File: config.mk
export PLATFORM = sky130hd
export DESIGN_NAME = mem_port_arbiter
export DESIGN_NICKNAME = d
export VERILOG_FILES = /design/src/rtl/mem_arb_pkg.sv /design/src/rtl/mem_arb_starve_ctr.sv /design/src/rtl/mem_port_arbiter.sv
export SDC_FILE = /design/constraint.sdc
export NUM_CORES = 1
export LEC_CHECK = 0
export ABC_AREA = 0
export ABC_CLOCK_PERIOD_IN_PS = 3200
export BUFFER_PORTS_ARGS = -buffer_cell sky130_fd_sc_hd__buf_2
export CAP_MARGIN = 20
export CORE_AREA = 8 8 354 356
export DETAILED_ROUTE_END_ITERATION = 12
export DIE_AREA = 0 0 362 364
export HOLD_SLACK_MARGIN = 0.03
export PLACE_DENSITY = 0.36
export RECOVER_POWER = 25
export SLEW_MARGIN = 5
export SYNTH_ARGS = -nofsm -noshare
export SYNTH_HDL_FRONTEND = slang
export SYNTH_SLANG_ARGS = --single-unit
File: constraint.sdc
create_clock -name clock -period 3.2 [get_ports clock]
set_input_delay 0.16 -clock clock [delete_from_list [all_inputs] [get_ports clock]]
set_output_delay 0.16 -clock clock [all_outputs]
set_load 0.02 [all_outputs]
File: src/rtl/mem_arb_pkg.sv
// mem_arb_pkg: shared types and constants for the main-memory line-port arbiter.
//   arb_state_t  - arbiter FSM states (IDLE, ISSUE, DONE)
//   REQ_*        - requester index assignments
//   mem_line_t   - one memory line; LINE_OFF_W is the byte-offset width inside a line
package mem_arb_pkg;

  localparam int unsigned MEM_LINE_W = 128;
  localparam int unsigned LINE_OFF_W = 4;

  localparam int unsigned REQ_DCACHE = 0;
  localparam int unsigned REQ_SB     = 1;
  localparam int unsigned REQ_ICACHE = 2;

  typedef logic [MEM_LINE_W-1:0] mem_line_t;

  typedef enum logic [1:0] {
    IDLE,
    ISSUE,
    DONE
  } arb_state_t;

endpackage

File: src/rtl/mem_arb_starve_ctr.sv
// mem_arb_starve_ctr: per-requester saturating starvation counter.
// Ports:
//   clock, reset  - clock and asynchronous active-low reset
//   grant_evt     - an arbitration decision is made this cycle
//   granted       - this requester wins the current decision
//   pending       - this requester's req_valid
//   starved       - counter has reached STARVE_LIMIT
module mem_arb_starve_ctr #(
  parameter int unsigned STARVE_LIMIT = 4,
  parameter int unsigned CNT_W        = 3
) (
  input  logic clock,
  input  logic reset,
  input  logic grant_evt,
  input  logic granted,
  input  logic pending,
  output logic starved
);

  logic [CNT_W-1:0] cnt_q, cnt_d;

  always_comb begin
    cnt_d = cnt_q;
    if (grant_evt) begin
      if (granted || !pending) begin
        cnt_d = '0;
      end else if (cnt_q != CNT_W'(STARVE_LIMIT)) begin
        cnt_d = cnt_q + 1'b1;
      end
    end
  end

  always_ff @(posedge clock or negedge reset) begin
    if (!reset) begin
      cnt_q <= '0;
    end else begin
      cnt_q <= cnt_d;
    end
  end

  assign starved = (cnt_q == CNT_W'(STARVE_LIMIT));

endmodule

File: src/rtl/mem_port_arbiter.sv
// mem_port_arbiter: serialises dcache, store-buffer and icache line transactions onto the
// single main-memory port, one transaction at a time (IDLE -> ISSUE -> DONE).
// Priority: starved requester (lowest index) > store buffer when sb_full > lowest index.
// Ports:
//   clock, reset                 - clock and asynchronous active-low reset
//   req_valid/we/addr/wdata      - per-requester line request, held until resp_valid
//   sb_full                      - promotes requester SB_IDX
//   gnt, resp_valid, resp_rdata  - owner one-hot, completion pulse, read line
//   mem_req/we/addr/wdata        - request to main memory, held until mem_ready
//   mem_ready, mem_rdata         - memory completion and read line (same cycle)
// Optional: define MEM_ARB_PERF_CNT_EN to add perf_grant_cnt / perf_wait_cnt outputs.
module mem_port_arbiter
  import mem_arb_pkg::*;
#(
  parameter int unsigned NUM_REQ      = 3,
  parameter int unsigned ADDR_W       = 32,
  parameter int unsigned LINE_W       = 128,
  parameter int unsigned SB_IDX       = REQ_SB,
  parameter int unsigned STARVE_LIMIT = 4
) (
  input  logic                           clock,
  input  logic                           reset,
  input  logic [NUM_REQ-1:0]             req_valid,
  input  logic [NUM_REQ-1:0]             req_we,
  input  logic [NUM_REQ-1:0][ADDR_W-1:0] req_addr,
  input  logic [NUM_REQ-1:0][LINE_W-1:0] req_wdata,
  input  logic                           sb_full,
  output logic [NUM_REQ-1:0]             gnt,
  output logic [NUM_REQ-1:0]             resp_valid,
  output logic [LINE_W-1:0]              resp_rdata,
  output logic                           mem_req,
  output logic                           mem_we,
  output logic [ADDR_W-1:0]              mem_addr,
  output logic [LINE_W-1:0]              mem_wdata,
  input  logic                           mem_ready,
  input  logic [LINE_W-1:0]              mem_rdata
`ifdef MEM_ARB_PERF_CNT_EN
  ,
  output logic [NUM_REQ-1:0][31:0]       perf_grant_cnt,
  output logic [NUM_REQ-1:0][31:0]       perf_wait_cnt
`endif
);

  localparam int unsigned CNT_W = $clog2(STARVE_LIMIT + 1);
  localparam int unsigned IDX_W = (NUM_REQ > 1) ? $clog2(NUM_REQ) : 1;

  arb_state_t         state_q, state_d;
  logic [NUM_REQ-1:0] gnt_q, gnt_d;
  logic [NUM_REQ-1:0] resp_valid_q, resp_valid_d;
  logic [LINE_W-1:0]  resp_rdata_q, resp_rdata_d;
  logic               mem_req_q, mem_req_d;
  logic               mem_we_q, mem_we_d;
  logic [ADDR_W-1:0]  mem_addr_q, mem_addr_d;
  logic [LINE_W-1:0]  mem_wdata_q, mem_wdata_d;

  logic [NUM_REQ-1:0] starved;
  logic [NUM_REQ-1:0] win_oh;
  logic [IDX_W-1:0]   win_idx;
  logic               grant_evt;
  logic               unused_addr_lsb;

  assign grant_evt = (state_q == IDLE) && (req_valid != '0);

  always_comb begin : win_sel
    logic found;
    found   = 1'b0;
    win_idx = '0;
    for (int unsigned i = 0; i < NUM_REQ; i++) begin
      if (!found && req_valid[i] && starved[i]) begin
        win_idx = IDX_W'(i);
        found   = 1'b1;
      end
    end
    if (!found && sb_full && req_valid[SB_IDX]) begin
      win_idx = IDX_W'(SB_IDX);
      found   = 1'b1;
    end
    for (int unsigned i = 0; i < NUM_REQ; i++) begin
      if (!found && req_valid[i]) begin
        win_idx = IDX_W'(i);
        found   = 1'b1;
      end
    end
  end

  assign win_oh = NUM_REQ'(1) << win_idx;

  for (genvar i = 0; i < NUM_REQ; i++) begin : g_ctr
    mem_arb_starve_ctr #(
      .STARVE_LIMIT(STARVE_LIMIT),
      .CNT_W       (CNT_W)
    ) u_ctr (
      .clock    (clock),
      .reset    (reset),
      .grant_evt(grant_evt),
      .granted  (win_oh[i]),
      .pending  (req_valid[i]),
      .starved  (starved[i])
    );
  end

  always_comb begin
    state_d      = state_q;
    gnt_d        = gnt_q;
    resp_valid_d = '0;
    resp_rdata_d = resp_rdata_q;
    mem_req_d    = mem_req_q;
    mem_we_d     = mem_we_q;
    mem_addr_d   = mem_addr_q;
    mem_wdata_d  = mem_wdata_q;
    unique case (state_q)
      IDLE: begin
        if (grant_evt) begin
          gnt_d       = win_oh;
          mem_req_d   = 1'b1;
          mem_we_d    = req_we[win_idx];
          mem_addr_d  = {req_addr[win_idx][ADDR_W-1:LINE_OFF_W], LINE_OFF_W'(0)};
          mem_wdata_d = req_wdata[win_idx];
          state_d     = ISSUE;
        end
      end
      ISSUE: begin
        if (mem_ready) begin
          resp_rdata_d = mem_rdata;
          resp_valid_d = gnt_q;
          mem_req_d    = 1'b0;
          mem_we_d     = 1'b0;
          state_d      = DONE;
        end
      end
      DONE: begin
        gnt_d   = '0;
        state_d = IDLE;
      end
      default: state_d = IDLE;
    endcase
  end

  always_ff @(posedge clock or negedge reset) begin
    if (!reset) begin
      state_q      <= IDLE;
      gnt_q        <= '0;
      resp_valid_q <= '0;
      resp_rdata_q <= '0;
      mem_req_q    <= 1'b0;
      mem_we_q     <= 1'b0;
      mem_addr_q   <= '0;
      mem_wdata_q  <= '0;
    end else begin
      state_q      <= state_d;
      gnt_q        <= gnt_d;
      resp_valid_q <= resp_valid_d;
      resp_rdata_q <= resp_rdata_d;
      mem_req_q    <= mem_req_d;
      mem_we_q     <= mem_we_d;
      mem_addr_q   <= mem_addr_d;
      mem_wdata_q  <= mem_wdata_d;
    end
  end

  assign gnt        = gnt_q;
  assign resp_valid = resp_valid_q;
  assign resp_rdata = resp_rdata_q;
  assign mem_req    = mem_req_q;
  assign mem_we     = mem_we_q;
  assign mem_addr   = mem_addr_q;
  assign mem_wdata  = mem_wdata_q;

  // Line-offset bits are dropped from the memory address.
  always_comb begin
    unused_addr_lsb = 1'b0;
    for (int unsigned i = 0; i < NUM_REQ; i++) begin
      unused_addr_lsb = unused_addr_lsb ^ (^req_addr[i][LINE_OFF_W-1:0]);
    end
  end

`ifdef MEM_ARB_PERF_CNT_EN
  logic [NUM_REQ-1:0][31:0] perf_grant_q, perf_grant_d;
  logic [NUM_REQ-1:0][31:0] perf_wait_q, perf_wait_d;

  always_comb begin
    perf_grant_d = perf_grant_q;
    perf_wait_d  = perf_wait_q;
    for (int unsigned i = 0; i < NUM_REQ; i++) begin
      if (grant_evt && win_oh[i]) perf_grant_d[i] = perf_grant_q[i] + 32'd1;
      if (req_valid[i] && !gnt_q[i]) perf_wait_d[i] = perf_wait_q[i] + 32'd1;
    end
  end

  always_ff @(posedge clock or negedge reset) begin
    if (!reset) begin
      perf_grant_q <= '0;
      perf_wait_q  <= '0;
    end else begin
      perf_grant_q <= perf_grant_d;
      perf_wait_q  <= perf_wait_d;
    end
  end

  assign perf_grant_cnt = perf_grant_q;
  assign perf_wait_cnt  = perf_wait_q;
`endif

  // The owner must keep req_valid high until its response.
  owner_holds_req_a : assert property (@(posedge clock) disable iff (!reset)
    (state_q == ISSUE) |-> ((req_valid & gnt_q) != '0));

endmodule

# Word-level counts from Yosys, hierarchy flattened
# Index checks and enable logic that the tools add are counted.
[classes]
add_sub_neg = 3
n_lt_le_gt_ge = 1
n_eq_ne = 10
n_shift = 1
muxes = 36
reduce_logical = 38
[op_table]
columns = ["cell", "n"]
rows = [
  ["$bmux 128 s2", 1],
  ["$mux 128", 1],
  ["$bmux 32 s2", 1],
  ["$mux 32", 1],
  ["$mux 3", 9],
  ["$mux 2", 7],
  ["$reduce_and 2->1", 7],
  ["$logic_and 1x1->1", 11],
  ["$mux 1", 11],
  ["$reduce_bool 2->1", 5],
  ["$add 3x1->3 const B", 3],
  ["$eq 3x3->1 const B", 3],
  ["$logic_not 1->1", 9],
  ["$ne 3x3->1 const B", 3],
  ["$pmux 3 s2", 1],
  ["$pmux 1 s2", 2],
  ["$pmux 2 s2", 1],
  ["$logic_or 1x1->1", 3],
  ["$lt 2x3->1 const B", 1],
  ["$reduce_and 3->1", 1],
  ["$reduce_bool 3->1", 1],
  ["$shl 1x2->3 const A", 1],
  ["$bmux 1 s2", 1],
  ["$eq 2x1->1 const B", 1],
  ["other kinds (4)", 4],
]
[word_totals]
ff_bits = 303
in_bits = 618
output_inout_bits = 296

# Longest topological paths before layout
# Gate-level depths: netlist of run 1.
[depth]
depth_word = 28
depth_mapped = 11

# Modules after synthesis
# A second synthesis of run 1 with hierarchy kept.
[unflattened]
hier_cells = 1556
area_unflattened_um2 = 14611.5
[modules_own_cells]
columns = ["module", "n_inst", "cells_per_inst", "area_each_um2", "seq_area_each_um2"]
rows = [
  ["mem_port_arbiter", 1, 1496, 14063.5, 7357.1],
  ["mem_arb_starve_ctr", 3, 20, 182.7, 75.1],
]

# Worst setup path after synthesis of run 1
# No wires, ideal clock.
[synth_path]
path_kind = "flip-flop to flip-flop"
start = "register g_ctr[1].u_ctr.cnt_q[0]"
end = "register mem_addr_q[12], in the netlist mem_addr[12]"
setup_time_ns = 0.126
arrival_ns = 1.989
t_required_ns = 3.074
path_slack_ns = 1.085
path_stages_with_launch = 12
path_cell_list = "dfrtp_1 > inv_1 > ha_1 > and3_1 > buf_2 > a31o_1 > buf_6 > and2_4 > buf_6 > buf_6 > a221oi_2 > a21oi_1"
[synth_between]
elab_chain_len = 22
[synth_lines]
columns = ["item", "line", "source"]
rows = [
  ["from (decl)", "mem_arb_starve_ctr.sv:20", "logic [CNT_W-1:0] cnt_q, cnt_d;"],
  ["from (signal assigned)", "mem_arb_starve_ctr.sv:37", "cnt_q <= cnt_d;"],
  ["$eq 3x3->1 (*)", "mem_arb_starve_ctr.sv:41", "assign starved = (cnt_q == CNT_W'(STARVE_LIMIT));"],
  ["$logic_and 1x1->1 (*)", "mem_port_arbiter.sv:69", "if (!found && req_valid[i] && starved[i]) begin"],
  ["$mux 1", "mem_port_arbiter.sv:69", ""],
  ["$logic_not 1->1", "mem_port_arbiter.sv:69", ""],
  ["$logic_and 1x1->1 (2 in a row)", "mem_port_arbiter.sv:69", ""],
  ["$mux 1", "mem_port_arbiter.sv:69", ""],
  ["$logic_not 1->1", "mem_port_arbiter.sv:74", "if (!found && sb_full && req_valid[SB_IDX]) begin"],
  ["$logic_and 1x1->1 (2 in a row)", "mem_port_arbiter.sv:74", ""],
  ["[... 4 more ...]", "--", ""],
  ["$logic_not 1->1", "mem_port_arbiter.sv:79", "if (!found && req_valid[i]) begin"],
  ["$logic_and 1x1->1", "mem_port_arbiter.sv:79", ""],
  ["$mux 1", "mem_port_arbiter.sv:79", ""],
  ["$logic_not 1->1", "mem_port_arbiter.sv:79", ""],
  ["$logic_and 1x1->1", "mem_port_arbiter.sv:79", ""],
  ["$mux 2 (*)", "mem_port_arbiter.sv:79", ""],
  ["$bmux 32 s2 (*)", "mem_port_arbiter.sv:117", "mem_addr_d = {req_addr[win_idx][ADDR_W-1:LINE_OFF_W], LINE_OFF_W'(0)};"],
  ["$mux 32 (implied by the code) (*)", "mem_port_arbiter.sv:117", ""],
  ["to (signal assigned)", "mem_port_arbiter.sv:156", "mem_addr_q <= mem_addr_d;"],
  ["to (decl)", "mem_port_arbiter.sv:53", "logic [ADDR_W-1:0] mem_addr_q, mem_addr_d;"],
]
# Mark *: on every way between the ends. The rest lies on a longest branch, timed or not. The select of a mux whose other input is x is not followed.
# A chain may end at the register's enable or synchronous reset.

# Worst setup path after layout of run 1
[layout_path]
start = "register g_ctr[2].u_ctr.cnt_q[0]"
end = "register mem_wdata_q[119], in the netlist mem_wdata[119]"
[layout_between]
elab_chain_len = 18
[layout_lines]
columns = ["item", "line", "source"]
rows = [
  ["from (decl)", "mem_arb_starve_ctr.sv:20", ""],
  ["from (signal assigned)", "mem_arb_starve_ctr.sv:37", ""],
  ["$eq 3x3->1 (*)", "mem_arb_starve_ctr.sv:41", ""],
  ["$logic_and 1x1->1 (*)", "mem_port_arbiter.sv:69", ""],
  ["$mux 1", "mem_port_arbiter.sv:69", ""],
  ["$logic_not 1->1", "mem_port_arbiter.sv:74", ""],
  ["$logic_and 1x1->1 (2 in a row)", "mem_port_arbiter.sv:74", ""],
  ["$mux 1", "mem_port_arbiter.sv:74", ""],
  ["$logic_not 1->1", "mem_port_arbiter.sv:79", ""],
  ["$logic_and 1x1->1", "mem_port_arbiter.sv:79", ""],
  ["$mux 1", "mem_port_arbiter.sv:79", ""],
  ["$logic_not 1->1", "mem_port_arbiter.sv:79", ""],
  ["$logic_and 1x1->1", "mem_port_arbiter.sv:79", ""],
  ["$mux 1", "mem_port_arbiter.sv:79", ""],
  ["$logic_not 1->1", "mem_port_arbiter.sv:79", ""],
  ["$logic_and 1x1->1", "mem_port_arbiter.sv:79", ""],
  ["$mux 2 (*)", "mem_port_arbiter.sv:79", ""],
  ["$bmux 128 s2 (*)", "mem_port_arbiter.sv:118", "mem_wdata_d = req_wdata[win_idx];"],
  ["$mux 128 (implied by the code) (*)", "mem_port_arbiter.sv:118", ""],
  ["to (signal assigned)", "mem_port_arbiter.sv:157", "mem_wdata_q <= mem_wdata_d;"],
  ["to (decl)", "mem_port_arbiter.sv:54", "logic [LINE_W-1:0] mem_wdata_q, mem_wdata_d;"],
]
# Marks and branches as above.

==> results of run 1 <==
-- cells in the mapped netlist (2+ instances only) --
| master | n | area [µm²] |
|---|---|---|
| o32ai_1 | 2 | 17.5 |
| ha_1 | 6 | 75.1 |
| nand3_1 | 68 | 340 |
| a221o_1 | 86 | 861 |
| clkbuf_1 | 69 | 259 |
| o22ai_1 | 6 | 37.5 |
| buf_2 | 34 | 170 |
| nor3_1 | 3 | 15.0 |
| a22oi_1 | 86 | 646 |
| dfrtp_1 | 303 | 7580 |
| a21oi_1 | 82 | 410 |
| and3_1 | 4 | 25.0 |
| buf_6 | 14 | 158 |
| a221oi_2 | 70 | 1050 |
| nor2_1 | 159 | 597 |
| nand2_1 | 407 | 1530 |
| o21ai_0 | 4 | 20.0 |
| inv_1 | 12 | 45.0 |
| buf_4 | 4 | 30.0 |
| buf_1 | 7 | 26.3 |
-- per-stage QoR --
stage	setup WS [ns]	hold slack, ns
floorplan	1.08	-0.136
global placement	0.648	0.184
detailed placement	0.638	0.177
CTS	0.0978	0.0709
global route	0.00318	0.0995
finish	0.197	0.119
-- area by class of cell --
cell class	count	area, µm²
tap	1612	2020
antenna	25	62.6
multi-input combinational	1002	5810
sequential	303	7580
fill	13300	92900
clock inverter	17	159
clock buffer	59	1240
timing repair buffer	1405	9560
inverter	12	47.5
-- worst max-delay path by stage --
stage | startpoint | end | slack (ns) | depth (start not counted)
final | g_ctr[2].u_ctr.cnt_q[0]$_DFFE_PN0P_ | mem_wdata[119]$_DFFE_PN0P_ | 0.20 | 9
after global routing | g_ctr[2].u_ctr.cnt_q[0]$_DFFE_PN0P_ | mem_wdata[121]$_DFFE_PN0P_ | 0.003 | 9
after CTS | g_ctr[1].u_ctr.cnt_q[0]$_DFFE_PN0P_ | mem_wdata[40]$_DFFE_PN0P_ | 0.1 | 9
after detailed placement | g_ctr[1].u_ctr.cnt_q[0]$_DFFE_PN0P_ | mem_addr[24]$_DFFE_PN0P_ | 0.64 | 8
after global placement | g_ctr[1].u_ctr.cnt_q[0]$_DFFE_PN0P_ | mem_addr[23]$_DFFE_PN0P_ | 0.65 | 8
after floorplan | g_ctr[1].u_ctr.cnt_q[0]$_DFFE_PN0P_ | mem_addr[12]$_DFFE_PN0P_ | 1.08 | 11
-- state kept, by name, summed over array words and instances (netlist names) --
| signal | count |
|---|---|
| g_ctr.u_ctr.cnt_q | 9 |
| gnt | 3 |
| mem_addr | 28 |
| mem_req | 1 |
| mem_wdata | 128 |
| mem_we | 1 |
| resp_rdata | 128 |
| resp_valid | 3 |
| state_q | 2 |
-- cell families (layout without fill, tap and decap cells) --
kind of cell	after synthesis	count (layout)	share of synthesized area, %
flip-flops	303	303	54.1
other	1	29	0.0268
AND/OR/NAND/NOR	649	649	18.3
buffers and inverters	140	1493	4.91
multiplexers	1	1	0.0803
AO/OA/AOI/OAI	342	342	22.1
adder cells (fa/ha/maj)	6	6	0.536
-- worst register-to-register path, cell delays in order, from the launching register on --
cell	delay (ns)
dfrtp_1	0.39
inv_1	0.10
ha_1	0.28
o2bb2ai_1	0.19
nand2_1	0.16
a21oi_1	0.34
nor2_4	0.19
buf_12	0.25
a221o_1	0.45
dlygate4sd3_1	0.56
-- power by group --
| group | total, µW | switching [µW] | internal, µW |
|---|---|---|---|
| Combinational | 12800 | 7510 | 5280 |
| Sequential | 6780 | 1090 | 5680 |
| Clock | 4840 | 1970 | 2870 |
| Total | 24400 | 10600 | 13800 |
-- timing repair --
action | CTS | global route
resized for setup | 0 | 1
hold buffers | 448 | 0
buffers inserted | 0 | 6
setup endpoints to repair | 0 | 76
hold endpoints to repair | 425 | 0
-- metal layers --
layer  vias up  wire [µm]  GRT usage [%]
met3       114       7200           4.46
met5         -         73              0
li1       7798          -              -
met1      7931      36400           15.3
met2       653      42600           21.6
met4        12       2670           3.99
==> metrics, run 1 <==
Worst Path Arrival 3.48 ns; cell area after placement 20500 µm²; YS warnings 0; worst hold start req_addr[84]; area delta synth->final 88.9%; Slew headroom -42.1%; most frequent cells in the layout buf_2, dlygate4sd3_1, nand2_1, dfrtp_1, nor2_1; Post-synth EDFFs 0; WL final 89000 µm; CTS Buffer Depth 3; Yosys reg bits between 300 and 400; Initial Utilization 11.7%; initial antenna violation count 33; skew final 0.0197 ns; final hold viol count 0; number of cells on the worst reg-to-reg path 9; clock sinks just over 300; CTS buffer count 42; Power Dens Cells 922 nW/µm²; final setup TNS 0 ns; Final ANT Viol Nets 0; Max stage delay on crit path 0.56 ns; DRC viols 0; Skew-Pair Late Insertion Delay between 0.5 and 0.6 ns; worst vdd ir 0.000618 V; row cnt 127; H-tree Lvls 2; Tightest Hold Check Type in -> reg; largest net degree at the start of global routing 134; vias in the first global route 17900; Clock Pin Slew Worst Setup and Hold Paths approximately 0.060 ns; grt ovf 0; core area approximately 120000 µm²; Max Cap Viol 1; Finished Layout Cells 4435; Via Count 16500; failing checks capacitance limit, slew limit; minimum clock period 3.00 ns; Final #Nets 3390; hold depth 4; Gate Count Post-Synth 1442; Die W 362 µm; async set-reset flop share out of synthesis 100%; period utilisation layout 93.8%; most used flip-flop cell after synthesis dfrtp_1; synthesized area roughly 14000 µm²; Vias/cell 3.72; Final Cell Area roughly 26000 µm²; status complete, but fails checks; Total GRT Usage 12.8%; unique cell type count in the Yosys netlist 36; CTS tree yes; DR WL/cell approximately 20 µm; crit end category flop; Slowest cell on crit path dlygate4sd3_1; DRT Pass-1 Iters 5; FF-to-FF setup slack a little under 0.2 ns; RSZ-0062 raised after global routing false; placed cell count slightly below 4000; critical-path cell list inv_1 -> ha_1 -> o2bb2ai_1 -> nand2_1 -> a21oi_1 -> nor2_4 -> buf_12 -> a221o_1 -> dlygate4sd3_1; Worst EP required 3.67 ns; reg-to-reg endpoint mem_wdata[119]$_DFFE_PN0P_; # port buffers roughly 900; Peak Freq 0.333 GHz; Post-DP HPWL 70000 µm; Final Setup Violations 0; layout cells sized above 1 39.6%; max-slew violation count 64; initial DRC count between 900 and 1000; leading cell type in the layout, fill and taps excluded buf_2; crit-path leading delay family buffers and inverters; global-route wire length before repair 127000 µm; critical path class reg -> reg; slew of the pin with the lowest slew margin 2.13 ns; crit-path max FO between 60 and 70; # IOs 914; leakage 0.0128 µW; routability cong. 0.818; Avg Inst Size Synth between 9 and 10 µm²; die area between 100000 and 150000 µm²; startpoint types flop; worst path buffer plus inverter count 3; utilization of the core after routing 22.2%; Die Y 364 µm; CTS Root Cell clkbuf_16; register area share after synthesis 54.1%; Overall Power 24400 µW; hold endpoint mem_addr[20]$_DFFE_PN0P_; RR Startpoint g_ctr[2].u_ctr.cnt_q[0]$_DFFE_PN0P_
Note: power is estimated with default switching activity, not from simulation.
==> inputs of run 2 (changes only) <==
--- a/config.mk
+++ b/config.mk
@@ -5,8 +5,8 @@
 export SDC_FILE = /design/constraint.sdc
 export NUM_CORES = 1
 export LEC_CHECK = 0
-export ABC_AREA = 0
-export ABC_CLOCK_PERIOD_IN_PS = 3200
+export ABC_AREA = 1
+export ABC_CLOCK_PERIOD_IN_PS = 3600
 export BUFFER_PORTS_ARGS = -buffer_cell sky130_fd_sc_hd__buf_2
 export CAP_MARGIN = 20
 export CORE_AREA = 8 8 354 356
==> constraint.sdc (replaced) <==
create_clock -name clock -period 3.6 [get_ports clock]
set_input_delay 0.18 -clock clock [delete_from_list [all_inputs] [get_ports clock]]
set_output_delay 0.18 -clock clock [all_outputs]
set_load 0.02 [all_outputs]
==> metrics, run 2 <==
combinational fraction of design power 51.3% (-1.1 points); # IOs 914 (unchanged); NetSw 9630 µW (-8.9%); # port buffers 897 (unchanged); utilization of the core after routing 22.6% (+0.39 points); Die W 362 µm (unchanged); CTS Root Cell clkbuf_16; area delta synth->final 88.1%; Worst Path Arrival 3.74 ns (+0.26 ns); Max stage delay on crit path 0.60 ns (+0.04 ns); DRT Pass-1 Iters 5 (unchanged); Avg Inst Size Synth 7.48 µm² (-23%); post-synth top area share 52.9% (-1.2 points); critical-path cell list inv_1 -> ha_1 -> nand3_1 -> nand2_1 -> nor2_2 -> nand3_1 -> nand2_8 -> buf_4 -> nand3_1 -> nand4_1 -> dlygate4sd3_1; failing checks capacitance limit, slew limit; Peak Freq 0.311 GHz (-6.5%); register area share after synthesis 52.9% (-1.2 points); Post-DP HPWL 70900 µm (+1.3%); vias in the first global route 19100 (+6.5%); Max Cap Viol 1 (unchanged); switching share of power 44.9% (+1.6 points); unique cell type count in the Yosys netlist 28 (-22%); YS warnings 0 (unchanged); RSZ-0062 raised after global routing false; row cnt 127 (unchanged); most frequent cells in the layout nand2_1, buf_2, dlygate4sd3_1, dfrtp_1, nand3_1; Post-synth EDFFs 0 (unchanged); leading cell types by count after synthesis nand2_1, dfrtp_1, nand3_1, nor2_1, nand4_1; final hold viol count 0 (unchanged); DRC viols 0 (unchanged); Final ANT Viol Nets 0 (unchanged); minimum clock period 3.21 ns (+0.210 ns); Final Setup Violations 0 (unchanged); largest net degree at the start of global routing 134 (unchanged); initial antenna violation count 33 (unchanged); clock share of power 21.0% (+1.2 points); skew final 0.0331 ns (+0.0134 ns); status complete, but fails checks; max-slew violation count 77 (+20%); routability cong. 0.866 (+5.8%); final setup TNS 0 ns (unchanged); Die Y 364 µm (unchanged); Yosys top cell by area dfrtp_1; synthesized area 14300 µm² (+2.2%); Finished Layout Cells 4906 (+11%); H-tree Lvls 2 (unchanged); Via Count 18000 (+9.1%); Total GRT Usage 13.6% (+0.71 points); startpoint types flop; Skew-Pair Late Insertion Delay 0.62 ns (+0.03 ns); worst vdd ir 0.000359 V (-42%); async set-reset flop share out of synthesis 100% (unchanged); Worst EP required 4.13 ns (+0.46 ns); CTS Buffer Depth 3 (unchanged); DR WL/cell 19.2 µm (-4.4%); leakage 0.0139 µW (+8.2%); Gate Count Post-Synth 1916 (+33%); CTS tree yes; leading cell type in the layout, fill and taps excluded nand2_1; Tightest Hold Check Type in -> reg; global-route wire length before repair 134000 µm (+5.6%); most used flip-flop cell after synthesis dfrtp_1; crit-path max FO 51 (-19%); placed cell count 4336 (+12%); fillers 13500 (+1.7%); core area 119000 µm² (unchanged); Slowest cell on crit path buf_4; initial DRC count 928 (-2.2%); Final Cell Area 26900 µm² (+1.8%); most used cell, CP nand3_1; Initial Utilization 12.0% (+0.26 points); Vias/cell 3.67 (-1.4%); period utilisation layout 89.2% (-4.6 points); synth top area cells dfrtp_1, nand2_1, nand3_1; Power Dens Cells 796 nW/µm² (-14%); Final #Nets 3869 (+14%); Clock Pin Slew Worst Setup and Hold Paths 0.07 ns (about the same); most common cell in the netlist nand2_1; critical path class reg -> reg; WL final 94000 µm (+5.7%); CTS buffer count 43 (+2.4%); Slew headroom -62.1% (-20 points); cell area after placement 20700 µm² (+0.95%); slew of the pin with the lowest slew margin 2.43 ns (+0.301 ns); sequential cell fraction of total power 27.7% (about the same); Yosys reg bits 303 (unchanged); crit end category flop; clock sinks 303 (unchanged); Int Power 11800 µW (-15%); layout cells sized above 1 30.9% (-8.7 points); grt ovf 0 (unchanged); die area 132000 µm² (unchanged)
[run 2: critical path: cells and delay by family (launching register included)]
| family | cells | cell delay [ns] |
|---|---|---|
| DFF | 1 | 0.38 |
| buffers and inverters | 3 | 1.23 |
| and+or+nand+nor | 7 | 1.28 |
| adders and majority gates | 1 | 0.19 |
[run 2: metrics by stage]
step	total power (µW)	worst slack (ns)	hold WS, ns
after global routing	23100	0.0775	0.114
after floorplan	11300	1.75	-0.116
after CTS	21900	0.142	0.0579
after global placement	15600	0.767	0.277
after detailed placement	15600	0.746	0.280
final	21500	0.387	0.125
[run 2: area by class of cell]
class | instances | area (µm²) | share of cell area (%)
Multi-Input combinational cell | 1457 | 6090 | 22.6
Tap cell | 1612 | 2020 | 7.48
Timing Repair Buffer | 1408 | 9620 | 35.7
Antenna cell | 22 | 55.1 | 0.204
Clock buffer | 56 | 1180 | 4.40
Inverter | 32 | 128 | 0.474
Sequential cell | 303 | 7580 | 28.1
Clock inverter | 16 | 264 | 0.980
[run 2: power by group through the flow]
stage,logic [µW],registers (µW),clock network (µW)
detailed placement,9620,5950,0
finish,11000,5940,4500
floorplan,3400,7870,0
global placement,9640,5960,0
global route,12100,6170,4850
CTS,11200,5940,4760
[run 2: routing by layer]
layer	global-route usage, %	share of wire (%)	vias to the layer above
li1	-	-	8737
met1	16.5	41	8478
met2	23.0	48	648
met3	4.19	7.5	129
met4	3.87	2.7	12
met5	0	0.073	-
[run 2: timing repair]
action / CTS / global route
setup buffers: 0 / 3
resized for setup: 0 / 0
endpoints found under the hold margin: 365 / 0
endpoints found under the setup margin: 0 / 1
hold buffers: 473 / 0
[run 2: cell families (layout without fill, tap and decap cells)]
family,count (synthesis),in the layout,synth area share (%)
buf+inv,159,1512,4.84
flops,303,303,52.9
simple gates,1431,1431,41.0
fa+ha+maj,6,6,0.524
xor+xnor,2,2,0.122
compound gates,14,14,0.585
other cells,1,26,0.0262
[run 2: final timing paths]
path	depth (start not counted)	slack [ns]	startpoint	endpoint
worst min register to register	2	0.47	resp_rdata[43]$_DFFE_PN0P_	resp_rdata[43]$_DFFE_PN0P_
min in group asynchronous	2	0.85	reset	resp_rdata[83]$_DFFE_PN0P_
worst min-delay path	5	0.13	req_wdata[337]	mem_wdata[81]$_DFFE_PN0P_
max in group asynchronous	3	0.68	reset	mem_wdata[79]$_DFFE_PN0P_
worst max-delay path	11	0.39	g_ctr[2].u_ctr.cnt_q[0]$_DFFE_PN0P_	mem_wdata[39]$_DFFE_PN0P_
worst max register to register	11	0.39	g_ctr[2].u_ctr.cnt_q[0]$_DFFE_PN0P_	mem_wdata[39]$_DFFE_PN0P_
==> inputs of run 3 (changes only) <==
--- a/config.mk
+++ b/config.mk
@@ -9,13 +9,14 @@
 export ABC_CLOCK_PERIOD_IN_PS = 3600
 export BUFFER_PORTS_ARGS = -buffer_cell sky130_fd_sc_hd__buf_2
 export CAP_MARGIN = 20
-export CORE_AREA = 8 8 354 356
+export CORE_AREA = 8 8 353 355
 export DETAILED_ROUTE_END_ITERATION = 12
-export DIE_AREA = 0 0 362 364
+export DIE_AREA = 0 0 361 363
 export HOLD_SLACK_MARGIN = 0.03
-export PLACE_DENSITY = 0.36
+export PLACE_DENSITY = 0.37
 export RECOVER_POWER = 25
 export SLEW_MARGIN = 5
 export SYNTH_ARGS = -nofsm -noshare
 export SYNTH_HDL_FRONTEND = slang
+export SYNTH_HIERARCHICAL = 1
 export SYNTH_SLANG_ARGS = --single-unit
==> metrics, run 3 <==
# IOs 914 (unchanged); clock sinks 303 (unchanged); unique cell type count in the Yosys netlist 24 (-14%); pre-CTS setup slack 1.04 ns (+0.290 ns); critical-path cell list inv_1 -> ha_1 -> nand2_2 -> inv_1 -> nand2_2 -> nand3_1 -> inv_1 -> nand4_1 -> nand2_4 -> buf_12 -> buf_4 -> nand2_1 -> nand2_1 -> dlygate4sd3_1 -> nand2_1 -> nand3_1 -> dlygate4sd3_1; worst vdd ir 0.000444 V (+23%); # port buffers 897 (unchanged); Post-DP HPWL 78200 µm (+10%); minimum hold slack 0.199 ns (+0.0739 ns); reg-to-reg endpoint mem_wdata[9]$_DFFE_PN0P_; leading cell type in the layout, fill and taps excluded nand2_1; max-slew violation count 86 (+12%); Skew-Pair Late Insertion Delay 0.59 ns (-0.03 ns); die area 131000 µm² (-0.55%); Yosys reg bits 303 (unchanged); leading cell types by count after synthesis nand2_1, dfrtp_1, nand3_1, nand3_2, buf_2; WL final 101000 µm (+6.9%); initial antenna violation count 48 (+45%); most used flip-flop cell after synthesis dfrtp_1; synth top area cells dfrtp_1, nand2_1, nand3_1; global route hottest layer met2; Clock Pin Slew Worst Setup and Hold Paths 0.06 ns (about the same); routability cong. 0.844 (-2.5%); Peak Freq 0.300 GHz (-3.6%); crit-path max FO 24 (-53%); H-tree Lvls 2 (unchanged); Final ANT Viol Nets 0 (unchanged); Power Dens Cells 782 nW/µm² (-1.8%); fillers 13500 (-0.16%); layout cells sized above 1 33.3% (+2.4 points); switching share of power 44.9% (about the same); Final #Nets 4000 (+3.4%); Initial Utilization 13.0% (+0.97 points); most common cell in the netlist nand2_1; startpoint types flop; register area share after synthesis 49.1% (-3.8 points); final hold viol count 0 (unchanged); skew final 0.0268 ns (-0.00630 ns); final setup TNS 0 ns (unchanged); Worst EP required 4.13 ns (about the same); crit end category flop; slew of the pin with the lowest slew margin 2.65 ns (+0.215 ns); sequential cell fraction of total power 26.9% (-0.8 points); failing checks capacitance limit, slew limit; Post-synth EDFFs 0 (unchanged); Max stage delay on crit path 0.55 ns (-0.05 ns); Gate Count Post-Synth 2050 (+7.0%); CTS tree yes; Slew headroom -76.5% (-14 points); CTS Root Cell clkbuf_16; Vias/cell 3.77 (+2.8%); met2 usage 26.4% (+3.3 points); combinational fraction of design power 52.7% (+1.4 points); status complete, but fails checks; Die W 361 µm (-0.28%); met1 GRT Util 16.0% (-0.50 points); area delta synth->final 80.7%; Die Y 363 µm (-0.27%); RR Startpoint g_ctr[0].u_ctr/cnt_q[0]$_DFFE_PN0P_; async set-reset flop share out of synthesis 100% (unchanged); worst hold start req_wdata[258]; global-route wire length before repair 141000 µm (+5.5%); period utilisation layout 92.6% (+3.3 points); Total GRT Usage 14.4% (+0.89 points); post-synth top area share 49.1% (-3.8 points); RSZ-0062 raised after global routing false; Final Setup Violations 0 (unchanged); hold endpoint mem_wdata[2]$_DFFE_PN0P_; Int Power 12000 µW (+1.7%); clock share of power 20.4% (-0.6 points); core area 119000 µm² (-0.27%); largest net degree at the start of global routing 134 (unchanged); CTS buffer count 43 (unchanged); leakage 0.0147 µW (+6.2%); number of cells on the worst reg-to-reg path 17 (+6); row cnt 127 (unchanged); FF-to-FF setup slack 0.27 ns (-0.12 ns); Tightest Hold Check Type in -> reg; initial DRC count 906 (-2.4%); Overall Power 21800 µW (+1.7%); Worst Path Arrival 3.87 ns (+0.13 ns); synthesized area 15400 µm² (+7.8%); CTS Buffer Depth 3 (unchanged); Yosys top cell by area dfrtp_1; grt ovf 0 (unchanged); DRC viols 0 (unchanged); Max Cap Viol 1 (unchanged); Slowest cell on crit path dlygate4sd3_1; DRT Pass-1 Iters 4 (-1); hold depth 5 (unchanged); NetSw 9790 µW (+1.7%); vias in the first global route 20000 (+4.9%); YS warnings 6 (+6); minimum clock period 3.33 ns (+0.119 ns); Via Count 18800 (+4.3%); critical path class reg -> reg; Avg Inst Size Synth 7.53 µm² (+0.72%); DR WL/cell 20.2 µm (+5.4%); setup slack after layout 0.268 ns (-0.119 ns); most frequent cells in the layout nand2_1, buf_2, dlygate4sd3_1, dfrtp_1, nand3_1; placed cell count 4416 (+1.8%); met3 usage 4.47% (+0.28 points); Finished Layout Cells 4977 (+1.4%)
run 3: worst max-delay path by stage:
stage	cells after the start	start	endpoint	slack [ns]
2_1_floorplan	16	g_ctr[0].u_ctr/cnt_q[0]$_DFFE_PN0P_	g_ctr[0].u_ctr/cnt_q[2]$_DFFE_PN0P_	1.67
3_3_place_gp	15	g_ctr[0].u_ctr/cnt_q[0]$_DFFE_PN0P_	mem_wdata[67]$_DFFE_PN0P_	1.04
3_5_place_dp	15	g_ctr[0].u_ctr/cnt_q[0]$_DFFE_PN0P_	mem_wdata[29]$_DFFE_PN0P_	1.04
6_report	17	g_ctr[0].u_ctr/cnt_q[0]$_DFFE_PN0P_	mem_wdata[9]$_DFFE_PN0P_	0.27
4_1_cts	17	g_ctr[0].u_ctr/cnt_q[0]$_DFFE_PN0P_	mem_wdata[31]$_DFFE_PN0P_	0.04
5_1_grt	17	g_ctr[1].u_ctr/cnt_q[0]$_DFFE_PN0P_	mem_wdata[8]$_DFFE_PN0P_	0.02
run 3: routing by layer:
metal / vias up / share of wire [%]
li1: 9119 / -
met1: 8834 / 39
met2: 660 / 51
met3: 144 / 6.9
met4: 16 / 3.3
met5: - / 0.10
run 3: cells by family (layout without fill, tap and decap cells):
kind of cell    Yosys count  count (layout)  share of synthesized area, %
simple gates           1569            1569                          44.3
compound gates            7               7                         0.316
buf+inv                 164            1518                          5.76
other cells               1              26                        0.0243
flops                   303             303                          49.1
fa+ha+maj                 6               6                         0.486
run 3: timing repair:
action                                  4_1_cts  5_1_grt
endpoints found under the hold margin       374        0
resized for setup                             0        4
buffers inserted                              0        4
endpoints found under the setup margin        0        8
hold buffers                                456        0
run 3: metrics by stage:
step | instance area [µm²] | util, %
final | 27900 | 23.4
after global routing | 27900 | 23.4
after CTS | 27700 | 23.3
after detailed placement | 21700 | 18.3
after global placement | 21700 | 18.3
after floorplan | 15400 | -
run 3: worst max-delay path, delay by kind of cell, from the launching register on:
family                   cells  cell delay (ns)
adder cells (fa/ha/maj)      1             0.20
buffers and inverters        7             1.71
flip-flops                   1             0.37
AND/OR/NAND/NOR              9             1.00
run 3: cell type report:
| cell class | instances | area [µm²] | share of cell area (%) |
|---|---|---|---|
| inverters | 29 | 116 | 0.417 |
| diodes | 22 | 55.1 | 0.197 |
| flip-flops and latches | 303 | 7580 | 27.2 |
| multi-input cells | 1586 | 7020 | 25.1 |
| repair buffers | 1413 | 9770 | 35.0 |
| well taps | 1548 | 1940 | 6.94 |
| clock inverters | 20 | 258 | 0.924 |
| clock buffers | 56 | 1160 | 4.18 |
run 3: power by group through the flow:
stage	logic [µW]	registers (µW)	clock network, µW
after floorplan	3560	7790	0
after global placement	9950	5880	0
after detailed placement	9960	5900	0
after CTS	11700	5870	4680
after global routing	12600	6080	4770
final	11500	5870	4450
